--- src/rtl/subservient_ram_arb.sv ---
// Shared SRAM port: serial RF has absolute priority, NCH Wishbone slaves are round-robin
// arbitrated and split into 32/DW SRAM beats with byte masks.
//
// state | meaning
// IDLE  | no transaction; arbitrate among requesting channels
// BUSY  | issuing beats for the granted channel whenever the RF leaves the SRAM free
// ACK   | one-cycle acknowledge to the granted channel; last read beat lands here
module subservient_ram_arb #(
  parameter int DEPTH = 256,
  parameter int DW = 8,
  parameter int NCH = 2,
  localparam int AW = $clog2(DEPTH),
  localparam int BEATS = 32 / DW,
  localparam int BW = (BEATS > 1) ? $clog2(BEATS) : 0
) (
  input  logic                    i_clk,
  input  logic                    i_rst_n,
  input  logic [AW-1:0]           i_waddr,
  input  logic [DW-1:0]           i_wdata,
  input  logic                    i_wen,
  input  logic [AW-1:0]           i_raddr,
  input  logic                    i_ren,
  output logic [DW-1:0]           o_rdata,
  output logic [AW-1:0]           o_sram_waddr,
  output logic [DW-1:0]           o_sram_wdata,
  output logic [DW/8-1:0]         o_sram_wmask,
  output logic                    o_sram_wen,
  output logic [AW-1:0]           o_sram_raddr,
  input  logic [DW-1:0]           i_sram_rdata,
  output logic                    o_sram_ren,
  input  logic [NCH*(AW-BW)-1:0]  i_wb_adr,
  input  logic [NCH*32-1:0]       i_wb_dat,
  input  logic [NCH*4-1:0]        i_wb_sel,
  input  logic [NCH-1:0]          i_wb_we,
  input  logic [NCH-1:0]          i_wb_stb,
  output logic [31:0]             o_wb_rdt,
  output logic [NCH-1:0]          o_wb_ack
);

  localparam int CW = (BW > 0) ? BW : 1;
  localparam int GW = (NCH > 1) ? $clog2(NCH) : 1;
  localparam int MW = DW / 8;
  localparam int XW = AW - BW;

  typedef enum logic [1:0] {IDLE, BUSY, ACK} state_t;

  state_t        state, state_nxt;
  logic [GW-1:0] grant_q, grant_nxt, rr, arb_sel;
  logic          arb_found;
  logic [CW-1:0] cnt;
  logic          issue, last_beat, regzero;

  logic [XW-1:0] adr_g;
  logic [31:0]   dat_g;
  logic [3:0]    sel_g;
  logic          we_g;
  logic [AW-1:0] beat_addr;
  logic [DW-1:0] beat_wdata;
  logic [MW-1:0] beat_wmask;

  assign adr_g = i_wb_adr[grant_q*XW +: XW];
  assign dat_g = i_wb_dat[grant_q*32 +: 32];
  assign sel_g = i_wb_sel[grant_q*4 +: 4];
  assign we_g  = i_wb_we[grant_q];

  assign beat_wdata = dat_g[cnt*DW +: DW];
  assign beat_wmask = sel_g[cnt*MW +: MW];

  generate
    if (BW == 0) begin : g_addr_word
      assign beat_addr = adr_g;
    end else begin : g_addr_beat
      assign beat_addr = {adr_g, cnt};
    end
  endgenerate

  assign issue     = (state == BUSY) && !i_wen && !i_ren;
  assign last_beat = (cnt == CW'(BEATS - 1));

  // Cyclic search starting at the round-robin pointer
  always_comb begin
    arb_found = 1'b0;
    arb_sel   = '0;
    for (int i = 0; i < NCH; i++) begin
      if (!arb_found && i_wb_stb[(int'(rr) + i) % NCH]) begin
        arb_found = 1'b1;
        arb_sel   = GW'((int'(rr) + i) % NCH);
      end
    end
  end

  always_comb begin
    state_nxt = state;
    grant_nxt = grant_q;
    o_wb_ack  = '0;
    case (state)
      IDLE: if (arb_found) begin
        state_nxt = BUSY;
        grant_nxt = arb_sel;
      end
      BUSY: if (issue && last_beat) state_nxt = ACK;
      ACK: begin
        o_wb_ack[grant_q] = 1'b1;
        state_nxt = IDLE;
      end
      default: state_nxt = IDLE;
    endcase
  end

  always_comb begin
    o_sram_waddr = i_waddr;
    o_sram_wdata = i_wdata;
    o_sram_wmask = '1;
    o_sram_wen   = i_wen;
    o_sram_raddr = i_raddr;
    o_sram_ren   = i_ren;
    if (issue) begin
      o_sram_waddr = beat_addr;
      o_sram_wdata = beat_wdata;
      o_sram_wmask = beat_wmask;
      o_sram_wen   = we_g & (|beat_wmask);
      o_sram_raddr = beat_addr;
      o_sram_ren   = !we_g;
    end
  end

  always_ff @(posedge i_clk or negedge i_rst_n) begin
    if (!i_rst_n) begin
      state   <= IDLE;
      grant_q <= '0;
      rr      <= '0;
      cnt     <= '0;
      regzero <= 1'b0;
    end else begin
      state   <= state_nxt;
      grant_q <= grant_nxt;
      regzero <= &i_raddr[AW-1:BW];
      if (state == IDLE && arb_found)
        rr <= (arb_sel == GW'(NCH - 1)) ? '0 : arb_sel + GW'(1);
      if (issue)
        cnt <= last_beat ? '0 : cnt + CW'(1);
    end
  end

  assign o_rdata = regzero ? '0 : i_sram_rdata;

  // The final beat is never stored: it is forwarded straight from the SRAM in the ACK cycle
  generate
    if (BW > 0) begin : g_slots
      logic              rd_flag;
      logic [CW-1:0]     rd_idx;
      logic [32-DW-1:0]  slots;
      always_ff @(posedge i_clk or negedge i_rst_n) begin
        if (!i_rst_n) begin
          rd_flag <= 1'b0;
          rd_idx  <= '0;
          slots   <= '0;
        end else begin
          rd_flag <= issue & ~we_g;
          rd_idx  <= cnt;
          if (rd_flag && rd_idx != CW'(BEATS - 1))
            slots[rd_idx*DW +: DW] <= i_sram_rdata;
        end
      end
      assign o_wb_rdt = {i_sram_rdata, slots};
    end else begin : g_noslots
      assign o_wb_rdt = i_sram_rdata;
    end
  endgenerate

endmodule
--- config.mk ---
export PLATFORM = sky130hd
export DESIGN_NAME = subservient_ram_arb
export DESIGN_NICKNAME = d
export VERILOG_FILES = /design/src/rtl/subservient_ram_arb.sv
export SDC_FILE = /design/constraint.sdc
export NUM_CORES = 1
export LEC_CHECK = 0
export ABC_CLOCK_PERIOD_IN_PS = 1860
export CAP_MARGIN = 25
export CORE_MARGIN = 8
export CORE_UTILIZATION = 30
export CTS_CLUSTER_SIZE = 16
export DETAILED_ROUTE_END_ITERATION = 8
export PLACE_DENSITY = 0.89
export SLEW_MARGIN = 10
export SYNTH_ARGS = -nofsm -noshare
export SYNTH_HDL_FRONTEND = slang
export SYNTH_SLANG_ARGS = --single-unit
export TNS_END_PERCENT = 20
--- constraint.sdc ---
create_clock -name i_clk -period 1.86 [get_ports i_clk]
set_clock_uncertainty 0.15 [all_clocks]
set_input_delay 0.372 -clock i_clk [delete_from_list [all_inputs] [get_ports i_clk]]
set_output_delay 0.372 -clock i_clk [all_outputs]
set_load 0.05 [all_outputs]
==> results.md <==
- Final #Nets: roughly 550
- Crit path max fanout: 3
- Post-DRT Antenna Nets: 0
- RSZ-0062 raised after global routing: true
- Largest net degree at the start of global routing: 35
- Worst EP required: 1.34 ns
- Synthesized flop and latch total: 34
- Number of global-route vias before repair: 3084
- Worst-skew pair later-pin latency: 0.28 ns
- Slew HR: 0.624
- Initial Util: 0.307
- Avg Cell Area, Syn: 11.5 µm²
- Die Y: 105 µm
- Starting DRT DRC Count: 72
- CTS tree: yes
- Final worst slack: -0.552 ns
- Fillers: 497
- Hold Slack: around 0.35 ns
- Syn Inst Count: between 200 and 250
- Commonest non-fill, non-tap cell in the layout: clkdlybuf4s50_1
- GPL Wtd Cong: about 0.78
- Core Area: ~7600 µm²
- Root buf cell: clkbuf_8
- CP max stage cell: mux4_2
- Sw Share: 0.434
- Synthesized cell area: 2350 µm²
- Worst-path clk slew: 0.07 ns
- Layout Cells excl Fill: around 530
- Via/cell ratio: around 5
- Area grow syn2layout: 130%
- Status: finished, violations left
- H-Tree Depth: 2
- Final period util: 1.30
- CP endpoint kind: primary output
- Post-Synthesis Net Count: about 340
- I/O pin total: 193
- Sequential area share after synthesis: 0.362
- Ant. Diodes: 0
- Final Hold Viols: 0
- First-pass GRT wire length: about 17 mm
- Worst IR Drop VDD: 585 µV
- Layout cells sized above 1: 0.439
- Final WL: 10.8 mm
- Worst-margin pin slew: 0.560 ns
- Gate power share: 0.699
- Pre-Repair DR Iteration Count: 4
- Sw power: 2860 µW
- Max Cap Viol: 0
- Pint: 3730 µW
- Die Span X: 105 µm
- Final-report max-slew violation count: 0
- Rows: 32
- HPWL Detailed: 8.93 mm
- Share of power burned in registers: 0.179
- Clk pwr share: 0.122
- Power per cell area: around 1200 nW/µm²
- Count of cell types in the netlist: 36
- Maximum clock path buffer count: 2
- I/O Buffers: 192
- Leak Pwr: roughly 0.0024 µW
- Via count: ~2700
- Worst setup SP type: register
- Cells after DPL: between 500 and 600
- Top Family by Delay on Critical Path: multiplexers
- Average wire per standard cell: 20.6 µm
- Overall Global Routing Usage: 0.188
- R2R Setup Slk: 0.05 ns
- Crit-path max cell delay: 0.51 ns
- Worst EP arrival: roughly 1.9 ns
- Cell breakdown of the critical path: mux4_2 -> mux2_4 -> a31o_4 -> buf_12
- Initial antenna violation count: 0
- Overall die area: 10900 µm²
- Global route overflow: 0
- Worst Hold Class: input pin to async pin
- CP Class: register to primary output
- CTS Buf Count: 5
- Residual DRC: 0
- Max Freq: approximately 0.41 GHz
- Clock sink count: 34
- Most frequent cells in the layout: 114 x clkdlybuf4s50_1, 50 x buf_4, 39 x buf_12, 32 x dfrtp_1, 24 x a22o_1
- Buf/Inv on CP: 1
- Synth Warn #: 0
- CTS Hold Buffers Added: 0
- Violated checks: setup timing
- Setup Viol. Count Final: 27
- Post-route setup TNS: -12.09 ns
- Post-layout min period: 2.41 ns
[through the flow]
step / worst slack [ns] / utilization / power [µW] / cell area (µm²)
final: -0.552 / 0.708 / 6590 / 5410
after floorplan: -0.219 / - / 3850 / 2540
after CTS: -0.584 / 0.690 / 6470 / 5280
after global routing: -0.634 / 0.708 / 6890 / 5410
after global placement: -0.610 / 0.648 / 5300 / 4950
after detailed placement: -0.658 / 0.648 / 5420 / 4950
[final timing paths]
check | startpoint | to | cells after the start
worst max-delay path | grant_q | o_sram_wen | 4
worst min-delay path | i_rst_n | g_slots.slots[14] | 2
worst max register to register | g_slots.rd_idx[0] | g_slots.slots[18] | 5
worst min register to register | rr | rr | 1
max in group asynchronous | i_rst_n | grant_q | 2
min in group i_clk | rr | rr | 1
[synth_stat cells, drive strengths merged]
cell type  instances  share of area
nor3b              1         0.0032
nand2b             2         0.0053
clkbuf             3         0.0048
and3b              1         0.0037
or4b               1         0.0043
nor2b              8          0.021
o21a              12          0.038
o21ai              8          0.017
inv                2         0.0032
and2               1         0.0027
a31oi              2         0.0053
mux2i             14          0.060
a22o              24          0.089
a21o               1         0.0032
buf               16          0.045
mux4              18           0.17
mux2               2          0.011
a31o               1         0.0037
nor4b              2          0.016
nor2               4         0.0064
nor4               1         0.0090
nand4              1         0.0027
dfrtp             34           0.36
nor3               4          0.011
nand3b             4          0.013
or2                1         0.0027
nand2             29          0.046
a21oi              2         0.0043
ha                 6          0.032
[state kept, by name, indices dropped and copies added, names as in the netlist]
name,count
g_slots.rd_idx,2
grant_q,1
g_slots.rd_flag,1
state,2
g_slots.slots,24
rr,1
cnt,2
regzero,1
[routing by layer]
| layer | part of all wire | track usage | vias up |
|---|---|---|---|
| li1 | - | - | 1216 |
| met2 | 0.55 | 0.356 | 144 |
| met4 | 0.010 | 0.0403 | 0 |
| met5 | 0 | 0 | - |
| met1 | 0.36 | 0.193 | 1295 |
| met3 | 0.081 | 0.0651 | 8 |
[power groups by stage]
stage	Combinational (µW)	Clock (µW)	Sequential, µW
floorplan	2090	0	1760
global placement	4150	0	1160
detailed placement	4240	0	1170
CTS	4470	821	1170
global route	4820	852	1220
finish	4600	802	1180
[logic make-up after synthesis]
logic type | share of synthesized area
simple gates | 0.147
compound gates | 0.161
mux | 0.245
flops | 0.362
buf+inv | 0.0527
fa+ha+maj | 0.0319
[layout make-up]
class                           instances  area [µm²]  share of cell area
Timing Repair Buffer                  230        2650               0.489
Multi-Input combinational cell        150        1640               0.303
Sequential cell                        34         853               0.158
Tap cell                              102         128              0.0236
Clock buffer                            5        68.8              0.0127
Clock inverter                          3        68.8              0.0127
Inverter                                2        7.51             0.00139
[repair_timing]
item                                    4_1_cts  5_1_grt
gates cloned                                  2        4
gates resized for setup                      41       13
buffers inserted                              2        2
pin swaps                                     5        8
endpoints found under the setup margin       29       35
[worst reg2reg max path, cell delays in order, from the launching register on]
cell and delay, ns:
dfrtp_1 0.38, inv_1 0.09, ha_1 0.36, nand2b_1 0.12
nor4_4 0.43, a22o_1 0.22
Note: power is estimated with default switching activity, not from simulation.
